File: src/rtl/tdd_sync_scheduler.sv
// -----------------------------------------------------------------------------
// tdd_sync_scheduler
//
// Frame-level scheduler feeding the sync_in input of one or more TDD sync
// buffers. Once armed it runs a frame counter and emits, per frame, a one-cycle
// sync pulse at a programmable offset, a gate window starting at that offset,
// and a frame-start marker. It runs a fixed number of frames or continuously.
//
// Optional feature macro: TDD_SYNC_SCHED_EXT_TRIG_EN
//   defined   : ARMED waits for a rising edge of i_ext_trig before RUN
//   undefined : ARMED lasts one cycle and i_ext_trig is unused
//
// Ports
//   i_clk          clock
//   i_rstn         synchronous active-low reset
//   i_enable       level enable, low forces IDLE
//   i_arm          one-cycle burst start request
//   i_ext_trig     external start trigger (feature macro only)
//   i_frame_len    frame length in cycles (>= 2)
//   i_sync_offset  sync pulse position in the frame (< frame length)
//   i_gate_len     gate window length, 0 = no gate
//   i_burst_count  frames per burst, 0 = continuous
//   o_sync_out     one-cycle sync pulse
//   o_gate_out     gate window
//   o_frame_start  one-cycle pulse at frame count 0
//   o_frame_idx    index of the current frame
//   o_busy         high while ARMED or RUN
//   o_done         one-cycle pulse when a finite burst completes
//   o_cfg_err      sticky flag, set when an arm is rejected
// -----------------------------------------------------------------------------
module tdd_sync_scheduler #(
    parameter int CNT_W   = 32,
    parameter int BURST_W = 16
) (
    input  logic               i_clk,
    input  logic               i_rstn,
    input  logic               i_enable,
    input  logic               i_arm,
    input  logic               i_ext_trig,
    input  logic [CNT_W-1:0]   i_frame_len,
    input  logic [CNT_W-1:0]   i_sync_offset,
    input  logic [CNT_W-1:0]   i_gate_len,
    input  logic [BURST_W-1:0] i_burst_count,
    output logic               o_sync_out,
    output logic               o_gate_out,
    output logic               o_frame_start,
    output logic [BURST_W-1:0] o_frame_idx,
    output logic               o_busy,
    output logic               o_done,
    output logic               o_cfg_err
);

    typedef enum logic [1:0] {S_IDLE, S_ARMED, S_RUN, S_DONE} state_t;

    state_t             r_state;
    state_t             w_next_state;

    logic [CNT_W-1:0]   r_frame_len;
    logic [CNT_W-1:0]   r_sync_offset;
    logic [CNT_W-1:0]   r_gate_len;
    logic [BURST_W-1:0] r_burst_count;
    logic [CNT_W-1:0]   r_cnt;
    logic [BURST_W-1:0] r_idx;
    logic               r_cfg_err;

    logic               r_sync_out;
    logic               r_gate_out;
    logic               r_frame_start;
    logic [BURST_W-1:0] r_frame_idx;
    logic               r_busy;
    logic               r_done;

    logic               w_cfg_valid;
    logic               w_frame_end;
    logic               w_last_frame;
    logic               w_trig_go;
    logic [CNT_W:0]     w_gate_end;
    logic               w_sync_out;
    logic               w_gate_out;
    logic               w_frame_start;
    logic               w_busy;
    logic               w_done;

    assign w_cfg_valid  = (i_frame_len >= CNT_W'(2)) && (i_sync_offset < i_frame_len);
    assign w_frame_end  = (r_cnt == r_frame_len - CNT_W'(1));
    assign w_last_frame = (r_burst_count != '0) && (r_idx == r_burst_count - BURST_W'(1));
    // One extra bit so a huge gate length cannot wrap past the offset.
    assign w_gate_end   = {1'b0, r_sync_offset} + {1'b0, r_gate_len};

`ifdef TDD_SYNC_SCHED_EXT_TRIG_EN
    logic r_trig_q1;
    logic r_trig_q2;

    // Edge detect on the registered trigger copy; a level already high when
    // arming shows no edge, so it cannot start the burst.
    always_ff @(posedge i_clk) begin
        if (!i_rstn) begin
            r_trig_q1 <= 1'b0;
            r_trig_q2 <= 1'b0;
        end else begin
            r_trig_q1 <= i_ext_trig;
            r_trig_q2 <= r_trig_q1;
        end
    end

    assign w_trig_go = r_trig_q1 & ~r_trig_q2;
`else
    logic w_unused_ext_trig;
    assign w_unused_ext_trig = i_ext_trig;
    assign w_trig_go         = 1'b1;
`endif

    // State register.
    always_ff @(posedge i_clk) begin
        if (!i_rstn) begin
            r_state <= S_IDLE;
        end else begin
            r_state <= w_next_state;
        end
    end

    // Next-state logic; a low enable overrides everything, including arm.
    always_comb begin
        w_next_state = r_state;
        if (!i_enable) begin
            w_next_state = S_IDLE;
        end else begin
            case (r_state)
                S_IDLE:  if (i_arm && w_cfg_valid) w_next_state = S_ARMED;
                S_ARMED: if (w_trig_go) w_next_state = S_RUN;
                S_RUN:   if (w_frame_end && w_last_frame) w_next_state = S_DONE;
                S_DONE:  w_next_state = S_IDLE;
                default: w_next_state = S_IDLE;
            endcase
        end
    end

    // Config latch, sticky error flag, frame counter and frame index.
    always_ff @(posedge i_clk) begin
        if (!i_rstn) begin
            r_frame_len   <= '0;
            r_sync_offset <= '0;
            r_gate_len    <= '0;
            r_burst_count <= '0;
            r_cnt         <= '0;
            r_idx         <= '0;
            r_cfg_err     <= 1'b0;
        end else if (i_enable) begin
            case (r_state)
                S_IDLE: begin
                    if (i_arm) begin
                        if (w_cfg_valid) begin
                            r_frame_len   <= i_frame_len;
                            r_sync_offset <= i_sync_offset;
                            r_gate_len    <= i_gate_len;
                            r_burst_count <= i_burst_count;
                            r_cfg_err     <= 1'b0;
                        end else begin
                            r_cfg_err     <= 1'b1;
                        end
                    end
                end
                S_ARMED: begin
                    if (w_trig_go) begin
                        r_cnt <= '0;
                        r_idx <= '0;
                    end
                end
                S_RUN: begin
                    if (w_frame_end) begin
                        if (!w_last_frame) begin
                            r_cnt <= '0;
                            r_idx <= r_idx + BURST_W'(1);
                        end
                    end else begin
                        r_cnt <= r_cnt + CNT_W'(1);
                    end
                end
                default: ;
            endcase
        end
    end

    // Output decode from the current state and count; registered below.
    always_comb begin
        w_frame_start = 1'b0;
        w_sync_out    = 1'b0;
        w_gate_out    = 1'b0;
        w_busy        = 1'b0;
        w_done        = 1'b0;
        if (i_enable) begin
            w_busy = (r_state == S_ARMED) || (r_state == S_RUN);
            w_done = (r_state == S_DONE);
            if (r_state == S_RUN) begin
                w_frame_start = (r_cnt == '0);
                w_sync_out    = (r_cnt == r_sync_offset);
                w_gate_out    = (r_cnt >= r_sync_offset) && ({1'b0, r_cnt} < w_gate_end);
            end
        end
    end

    // Output registers; frame index freezes while disabled.
    always_ff @(posedge i_clk) begin
        if (!i_rstn) begin
            r_frame_start <= 1'b0;
            r_sync_out    <= 1'b0;
            r_gate_out    <= 1'b0;
            r_busy        <= 1'b0;
            r_done        <= 1'b0;
            r_frame_idx   <= '0;
        end else begin
            r_frame_start <= w_frame_start;
            r_sync_out    <= w_sync_out;
            r_gate_out    <= w_gate_out;
            r_busy        <= w_busy;
            r_done        <= w_done;
            if (i_enable) begin
                r_frame_idx <= r_idx;
            end
        end
    end

    assign o_sync_out    = r_sync_out;
    assign o_gate_out    = r_gate_out;
    assign o_frame_start = r_frame_start;
    assign o_frame_idx   = r_frame_idx;
    assign o_busy        = r_busy;
    assign o_done        = r_done;
    assign o_cfg_err     = r_cfg_err;

endmodule

File: config.mk
export PLATFORM = sky130hd
export DESIGN_NAME = tdd_sync_scheduler
export DESIGN_NICKNAME = d
export VERILOG_FILES = /design/src/rtl/tdd_sync_scheduler.sv
export SDC_FILE = /design/constraint.sdc
export NUM_CORES = 1
export LEC_CHECK = 0
export CELL_PAD_IN_SITES_DETAIL_PLACEMENT = 1
export CELL_PAD_IN_SITES_GLOBAL_PLACEMENT = 1
export CORE_ASPECT_RATIO = 1.5
export CORE_MARGIN = 2
export CORE_UTILIZATION = 44
export CTS_CLUSTER_SIZE = 10
export DETAILED_ROUTE_END_ITERATION = 10
export HOLD_SLACK_MARGIN = 0.05
export PLACE_DENSITY_LB_ADDON = 0.1
export SYNTH_ARGS = -nofsm -noshare
export SYNTH_HDL_FRONTEND = slang
export SYNTH_SLANG_ARGS = --single-unit
File: constraint.sdc
create_clock -name i_clk -period 5.37 [get_ports i_clk]
set_input_delay 0.8055 -clock i_clk [delete_from_list [all_inputs] [get_ports i_clk]]
set_output_delay 0.8055 -clock i_clk [all_outputs]
set_load 0.03 [all_outputs]
==> results of run 1 <==
## per-layer routing
metal	vias to the layer above	part of all wire	track usage
met5	-	0	0
met4	0	0.037	0.111
met3	87	0.022	0.0306
met2	206	0.53	0.503
met1	5930	0.41	0.299
li1	5870	-	-
## registers in the layout, summed over array words and instances, names as in the netlist, 2 cells and up
register       cells
r_burst_count     16
o_frame_idx       16
r_state            2
r_gate_len        32
r_idx             16
r_cnt             32
r_sync_offset     32
r_frame_len       32
## power groups by stage
stage	clock (uW)	sequential, uW	combinational (uW)
floorplan	0	1470	510
global placement	0	1490	735
detailed placement	0	1490	758
CTS	1440	1460	766
global route	1480	1460	841
finish	1410	1460	762
## stage by stage
stage          std cells  hold slack, ns  cell area, sq um  setup WS [ns]
3_5_place_dp        2045           0.487             14700          0.489
3_3_place_gp        2045           0.478             14700          0.647
5_1_grt             2077           0.539             15400         0.0231
2_1_floorplan       1567           0.467             13000           1.56
4_1_cts             2077           0.512             15400          0.421
6_report            2077           0.506             15400          0.335
## synth_stat cells (all sizes together) (7+ instances only)
cell	n	area share
dfxtp	184	0.28
nor2	179	0.052
mux2i	141	0.11
ha	135	0.13
a21oi	109	0.042
inv	98	0.028
nand2	76	0.022
o21ai	62	0.024
xnor2	50	0.034
clkbuf	39	0.011
nand3	37	0.014
or3	35	0.017
a21o	34	0.020
nand4	33	0.016
nor4	32	0.017
nor3	31	0.012
xor2	31	0.021
buf	25	0.0093
and3	22	0.011
nand2b	22	0.011
or4	22	0.013
o31ai	15	0.0087
o211ai	13	0.0075
a31oi	11	0.0053
o21a	11	0.0063
nor2b	9	0.0043
a211oi	8	0.0046
and4	8	0.0054
o2111ai	8	0.0054
a21boi	7	0.0040
## layout make-up
class | instances | area (sq um)
Clock buffer | 17 | 425
Sequential cell | 184 | 3680
Clock inverter | 15 | 214
Multi-Input combinational cell | 1221 | 8720
Tap cell | 395 | 494
Inverter | 98 | 370
Timing Repair Buffer | 147 | 1470
Fill cell | 3545 | 13900
## worst max-delay path by stage
stage | startpoint | end | slack, ns | depth (start not counted)
final | r_sync_offset[0]$_SDFFE_PN0P_ | o_gate_out$_SDFF_PN0_ | 0.34 | 19
after global routing | r_sync_offset[0]$_SDFFE_PN0P_ | o_gate_out$_SDFF_PN0_ | 0.02 | 19
after CTS | r_sync_offset[0]$_SDFFE_PN0P_ | o_gate_out$_SDFF_PN0_ | 0.42 | 19
after detailed placement | r_sync_offset[0]$_SDFFE_PN0P_ | o_gate_out$_SDFF_PN0_ | 0.49 | 19
after global placement | r_sync_offset[0]$_SDFFE_PN0P_ | o_gate_out$_SDFF_PN0_ | 0.65 | 19
after floorplan | r_sync_offset[0]$_SDFFE_PN0P_ | o_gate_out$_SDFF_PN0_ | 1.56 | 19
## cell families (layout without fill, tap and decap cells)
logic type	count (synthesis)	count (layout)	synth area share
AND/OR/NAND/NOR	540	540	0.215
AO/OA/AOI/OAI	322	322	0.158
flip-flops	184	184	0.283
buffers and inverters	162	277	0.0489
multiplexers	142	142	0.109
adder cells (fa/ha/maj)	136	136	0.131
XOR/XNOR	81	81	0.0545
## worst max-delay path, stage by stage, from the launching register on
cell	delay, ns
dfxtp_1	0.34
ha_1	0.23
fa_1	0.43
a211oi_1	0.37
o21ai_0	0.35
a32oi_1	0.37
a32oi_1	0.29
a21o_1	0.26
a21oi_1	0.21
xor2_1	0.20
ha_1	0.27
a21o_1	0.16
a21o_1	0.17
a2111oi_0	0.47
o31ai_1	0.13
a21oi_1	0.16
o21ai_0	0.18
a31oi_1	0.19
a31oi_1	0.06
a21oi_1	0.11
==> flow_summary.yaml, run 1 <==
timing:
  max_freq_mhz: 199
  setup_tns_ns: 0
  final_hold_viol_count: 0
  clock_skew_ns: 0.0113
  maxSlewViolCount: 0
  min_period_ns: 5.03
  slew_headroom: 0.293
  period_share: 0.938
  setup_viol: 0
  rsz0062_at_grt: "no"
  tightest_slew_ns: 1.05
worst_setup_path:
  cp.required_ns: 5.76
  worstPathMaxFanout: 5
  endpoint_kind: "register"
  critPathArrivalTime_ns: 5.43
  r2r_slack_ns: 0.34
  r2r_start: "r_sync_offset[0]$_SDFFE_PN0P_"
  worstReg2RegEnd: "o_gate_out$_SDFF_PN0_"
  path_class: "reg -> reg"
  reg2regPathDepth: 19
  cp-start-kind: "register"
min_path:
  hp-start: "o_frame_idx[3]$_SDFFE_PN0P_"
  hp-class: "reg -> reg"
  min_delay_path_depth: 2
  whs_endpoint: "o_frame_idx[3]$_SDFFE_PN0P_"
routing:
  drt_wl_total_um: 41100
  drcViolationCount: 0
  drt-initial-drc-count: 465
  route.vias.total: 12100
  dr.pass1.iters: 5
  wire_per_inst_um: 19.8
  ant_nets: 0
  viasPerCell: 5.82
power:
  power.switching_uw: 1090
  power.density_nw_per_um2: 236
  p_comb_frac: 0.210
  p_int_uw: 2540
  leakagePower_uw: 0.00696
  power.share.switching: 0.300
  p_total_uw: 3630
  seqPwrFrac: 0.401
  ir_worst_vdd_mv: 0.210
  pwr-share-clk: 0.389
die:
  die-area_sq_um: 31000
  die_h_um: 215
  die_width_um: 144
  pin_count: 139
  core_area_sq_um: 29300
  rows: 77
  start_util: 0.444
clock_tree:
  cts_hold_buf: 0
  h-tree-depth: 4
  clock-sinks: 184
  cts_tree: "done"
  clkTransAtPathRegs_ns: 0.08
  cts_root_buf: "clkbuf_16"
  clkLatencyLatePin_ns: 0.46
  postCtsSetupRepairBufs: 0
  cts_buffers: 17
  cts-resized-gates: 0
  cts_buffer_depth: 2
outcome:
  status: "completed"
global_routing:
  overflow: 0
  grt_antenna_before_repair: 0
  grt_max_degree: 79
  grt_pass1_wl_um: 65800
  grt_use_total: 0.268
  grt_pass1_vias: 12800
finish:
  post-route-util: 0.525
  area_growth_pct: 18.2
  antennaDiodeCount: 0
  nets: 1922
  final_common_cell: "dfxtp_1"
  drive_above_1_share: 0.0386
  layout_common_cells: "184 x dfxtp_1, 178 x nor2_1, 141 x mux2i_1"
synthesis:
  synth_cell_types: 75
  async_reset_ff_frac: 0
  ys_ff_latch: 184
  ys_seq_area_frac: 0.283
  syn_area_sq_um: 13000
  ys.flop_type: "dfxtp_1"
  synthCells: 1567
  syn_nets: 1820
  ys_warn_count: 0
  avgSynthCellArea_sq_um: 8.30
  synth_edf_count: 0
flow_run:
  maxCapViolCount: 0
place:
  gp_congestion: 0.913
  dp.final_hpwl_um: 31900
  io_buffers: 137
(Power assumes the default switching activity.)
==> run 2: changes to the inputs <==
--- a/config.mk
+++ b/config.mk
@@ -5,11 +5,12 @@
 export SDC_FILE = /design/constraint.sdc
 export NUM_CORES = 1
 export LEC_CHECK = 0
+export ABC_AREA = 1
 export CELL_PAD_IN_SITES_DETAIL_PLACEMENT = 1
 export CELL_PAD_IN_SITES_GLOBAL_PLACEMENT = 1
 export CORE_ASPECT_RATIO = 1.5
 export CORE_MARGIN = 2
-export CORE_UTILIZATION = 44
+export CORE_UTILIZATION = 42
 export CTS_CLUSTER_SIZE = 10
 export DETAILED_ROUTE_END_ITERATION = 10
 export HOLD_SLACK_MARGIN = 0.05
==> run 2 against run 1 <==
  * Via count rose by 23%
  * Critical path depth rose by 1
  * First-iteration DRC count rose by 25%
  * Area after synthesis rose by 12%
  * Non-clock buffer count fell by 3
  * Sequential cell count did not move
  * Setup slack improved by 0.80 ns
  * Critical endpoint unchanged
  * Largest power group unchanged
==> flow_summary.yaml, run 2 <==
worst_setup_path:
  cp_top_family: "compound AO/OA/AOI/OAI gates"
  cp.depth: 20
  reg2regPathDepth: 20
  cp_slowest_stage_delay_ns: 0.50
  endpoint_kind: "register"
  cp-start-kind: "register"
  path_class: "reg -> reg"
  crit_path_frequent_cell: "nand2_1"
  crit_chain: "ha_1, a21oi_1, nand2_1, a21oi_1, o21ai_0, a21boi_0, inv_1, nand2_1, nand2_1, a21boi_0, o21ai_0, xnor2_1, ha_1, nand2_1, nor3_1, nand3_1, nor3_1, nand3_1, nand3_1, nor2_1"
  worst-path-buf-inv: 1
  crit_path_top_delay_cell: "a21boi_0"
  cp.required_ns: 5.71
  worstPathMaxFanout: 4
  critPathArrivalTime_ns: 4.58
finish:
  stdcell_count: 2716
  post-route-util: 0.489
  area_growth_pct: 15.0
  fill_cells: 4551
  final_cell_area_sq_um: 16700
  layout_common_cells: "371 x nand2_1, 317 x inv_1, 224 x nor2_1"
  final_common_cell: "nand2_1"
  drive_above_1_share: 0.0550
  antennaDiodeCount: 0
  nets: 2531
die:
  die_h_um: 232
  start_util: 0.425
  rows: 83
  core_area_sq_um: 34200
  die_width_um: 156
  die-area_sq_um: 36100
  pin_count: 139
power:
  pwr-share-clk: 0.318
  power.share.switching: 0.381
  p_comb_frac: 0.306
  power.density_nw_per_um2: 242
  seqPwrFrac: 0.376
  ir_worst_vdd_mv: 0.157
  p_int_uw: 2500
  leakagePower_uw: 0.00728
  power.switching_uw: 1540
clock_tree:
  cts_root_buf: "clkbuf_16"
  clkTransAtPathRegs_ns: 0.08
  clock-sinks: 184
  cts_buffer_depth: 2
  h-tree-depth: 4
  cts_buffers: 17
  cts_hold_buf: 0
  postCtsSetupRepairBufs: 0
  cts_tree: "done"
  clkLatencyLatePin_ns: 0.47
  cts-resized-gates: 0
global_routing:
  grt_pass1_wl_um: 82300
  grt_use_total: 0.294
  overflow: 0
  grt_pass1_vias: 15500
  grt_antenna_before_repair: 0
  grt_max_degree: 132
routing:
  wire_per_inst_um: 19.5
  dr.pass1.iters: 5
  drt-initial-drc-count: 580
  viasPerCell: 5.50
  drcViolationCount: 0
  drt_wl_total_um: 52800
  route.vias.total: 14900
  ant_nets: 0
timing:
  setup_tns_ns: 0
  slew_headroom: 0.214
  period_share: 0.789
  rsz0062_at_grt: "no"
  setup_viol: 0
  final_hold_viol_count: 0
  maxSlewViolCount: 0
  max_freq_mhz: 236
  min_period_ns: 4.24
  clock_skew_ns: 0.0149
  tightest_slew_ns: 1.18
place:
  dpl.cell_count: 2684
  gp_congestion: 0.922
  dp.final_hpwl_um: 42500
  dpl_cell_area_sq_um: 16100
  io_buffers: 137
synthesis:
  avgSynthCellArea_sq_um: 6.61
  synth_edf_count: 0
  yosysTopAreaCell: "dfxtp_1"
  synthCells: 2200
  ys_seq_area_frac: 0.253
  async_reset_ff_frac: 0
  ys_ff_latch: 184
  synth_top_cell_area_share: 0.253
  synth_common_cells: "371 x nand2_1, 318 x inv_1, 224 x nor2_1, 220 x a21oi_1, 184 x dfxtp_1"
  ys_warn_count: 0
  synth_cell_types: 47
  netlist_top_cells_area: "dfxtp_1 25%, ha_1 12%, nand2_1 9.6%"
  syn_area_sq_um: 14500
  synth_most_common_cell: "nand2_1"
  syn_nets: 2453
  ys.flop_type: "dfxtp_1"
outcome:
  status: "completed"
min_path:
  hp-class: "reg -> reg"
  min_delay_path_depth: 2
flow_run:
  maxCapViolCount: 0
[run 2: changes by cell type in the layout (fill, tap and decap cells not counted), moves of 36 or more]
cell,previous run,this run
nand3_1,37,123
a21oi_1,109,220
inv_1,97,317
xor2_1,31,82
o21ai_0,59,174
nand2_1,76,371
nand2_2,0,36
nor2_1,178,224
mux2i_1,141,0
[run 2: layer usage]
metal,global-route usage,part of all wire,vias to the layer above
li1,-,-,7365
met4,0.171,0.063,0
met2,0.575,0.54,294
met1,0.296,0.37,7139
met5,0,0,-
met3,0.0312,0.026,135
[run 2: area by class of cell]
type / count / area (sq um) / share of cell area
clock buffers: 17 / 425 / 0.0255
clock inverters: 15 / 155 / 0.00928
inverters: 322 / 1210 / 0.0723
multi-input cells: 1609 / 9260 / 0.554
flip-flops and latches: 184 / 3680 / 0.220
well taps: 425 / 532 / 0.0318
repair buffers: 144 / 1440 / 0.0863
[run 2: final timing paths]
check | startpoint | slack (ns) | endpoint
min | r_gate_len[22]$_SDFFE_PN0P_ | 0.46 | r_gate_len[22]$_SDFFE_PN0P_
min reg2reg | r_gate_len[22]$_SDFFE_PN0P_ | 0.46 | r_gate_len[22]$_SDFFE_PN0P_
max reg2reg | r_sync_offset[2]$_SDFFE_PN0P_ | 1.13 | o_gate_out$_SDFF_PN0_
max | r_sync_offset[2]$_SDFFE_PN0P_ | 1.13 | o_gate_out$_SDFF_PN0_
[run 2: power by group through the flow]
stage               registers [uW]  logic (uW)  clock network [uW]
finish                        1520        1240                1290
global route                  1530        1400                1370
CTS                           1520        1250                1310
detailed placement            1550        1240                   0
global placement              1550        1190                   0
floorplan                     1540         847                   0
[run 2: metrics by stage]
stage | total power, uW | hold WS [ns] | worst slack (ns)
2_1_floorplan | 2380 | 0.427 | 2.13
3_3_place_gp | 2750 | 0.444 | 1.38
3_5_place_dp | 2790 | 0.447 | 1.20
4_1_cts | 4080 | 0.460 | 1.15
5_1_grt | 4300 | 0.473 | 0.773
6_report | 4050 | 0.457 | 1.13
[run 2: logic make-up after synthesis]
logic type / after synthesis / share of synthesized area
buffers and inverters: 407 / 0.109
and+or+nand+nor: 881 / 0.269
adders and majority gates: 136 / 0.118
DFF: 184 / 0.253
AOI/OAI and AO/OA: 472 / 0.179
xor gates and xnor gates: 120 / 0.0723
[run 2: worst reg2reg max path, cell delays in order (launching register included)]
cell and delay [ns]:
dfxtp_1 0.33, ha_1 0.35, a21oi_1 0.16, nand2_1 0.11, a21oi_1 0.25, o21ai_0 0.22
a21boi_0 0.50, inv_1 0.09, nand2_1 0.07, nand2_1 0.09, a21boi_0 0.30, o21ai_0 0.17
xnor2_1 0.18, ha_1 0.30, nand2_1 0.07, nor3_1 0.19, nand3_1 0.10, nor3_1 0.32
nand3_1 0.13, nand3_1 0.11, nor2_1 0.07
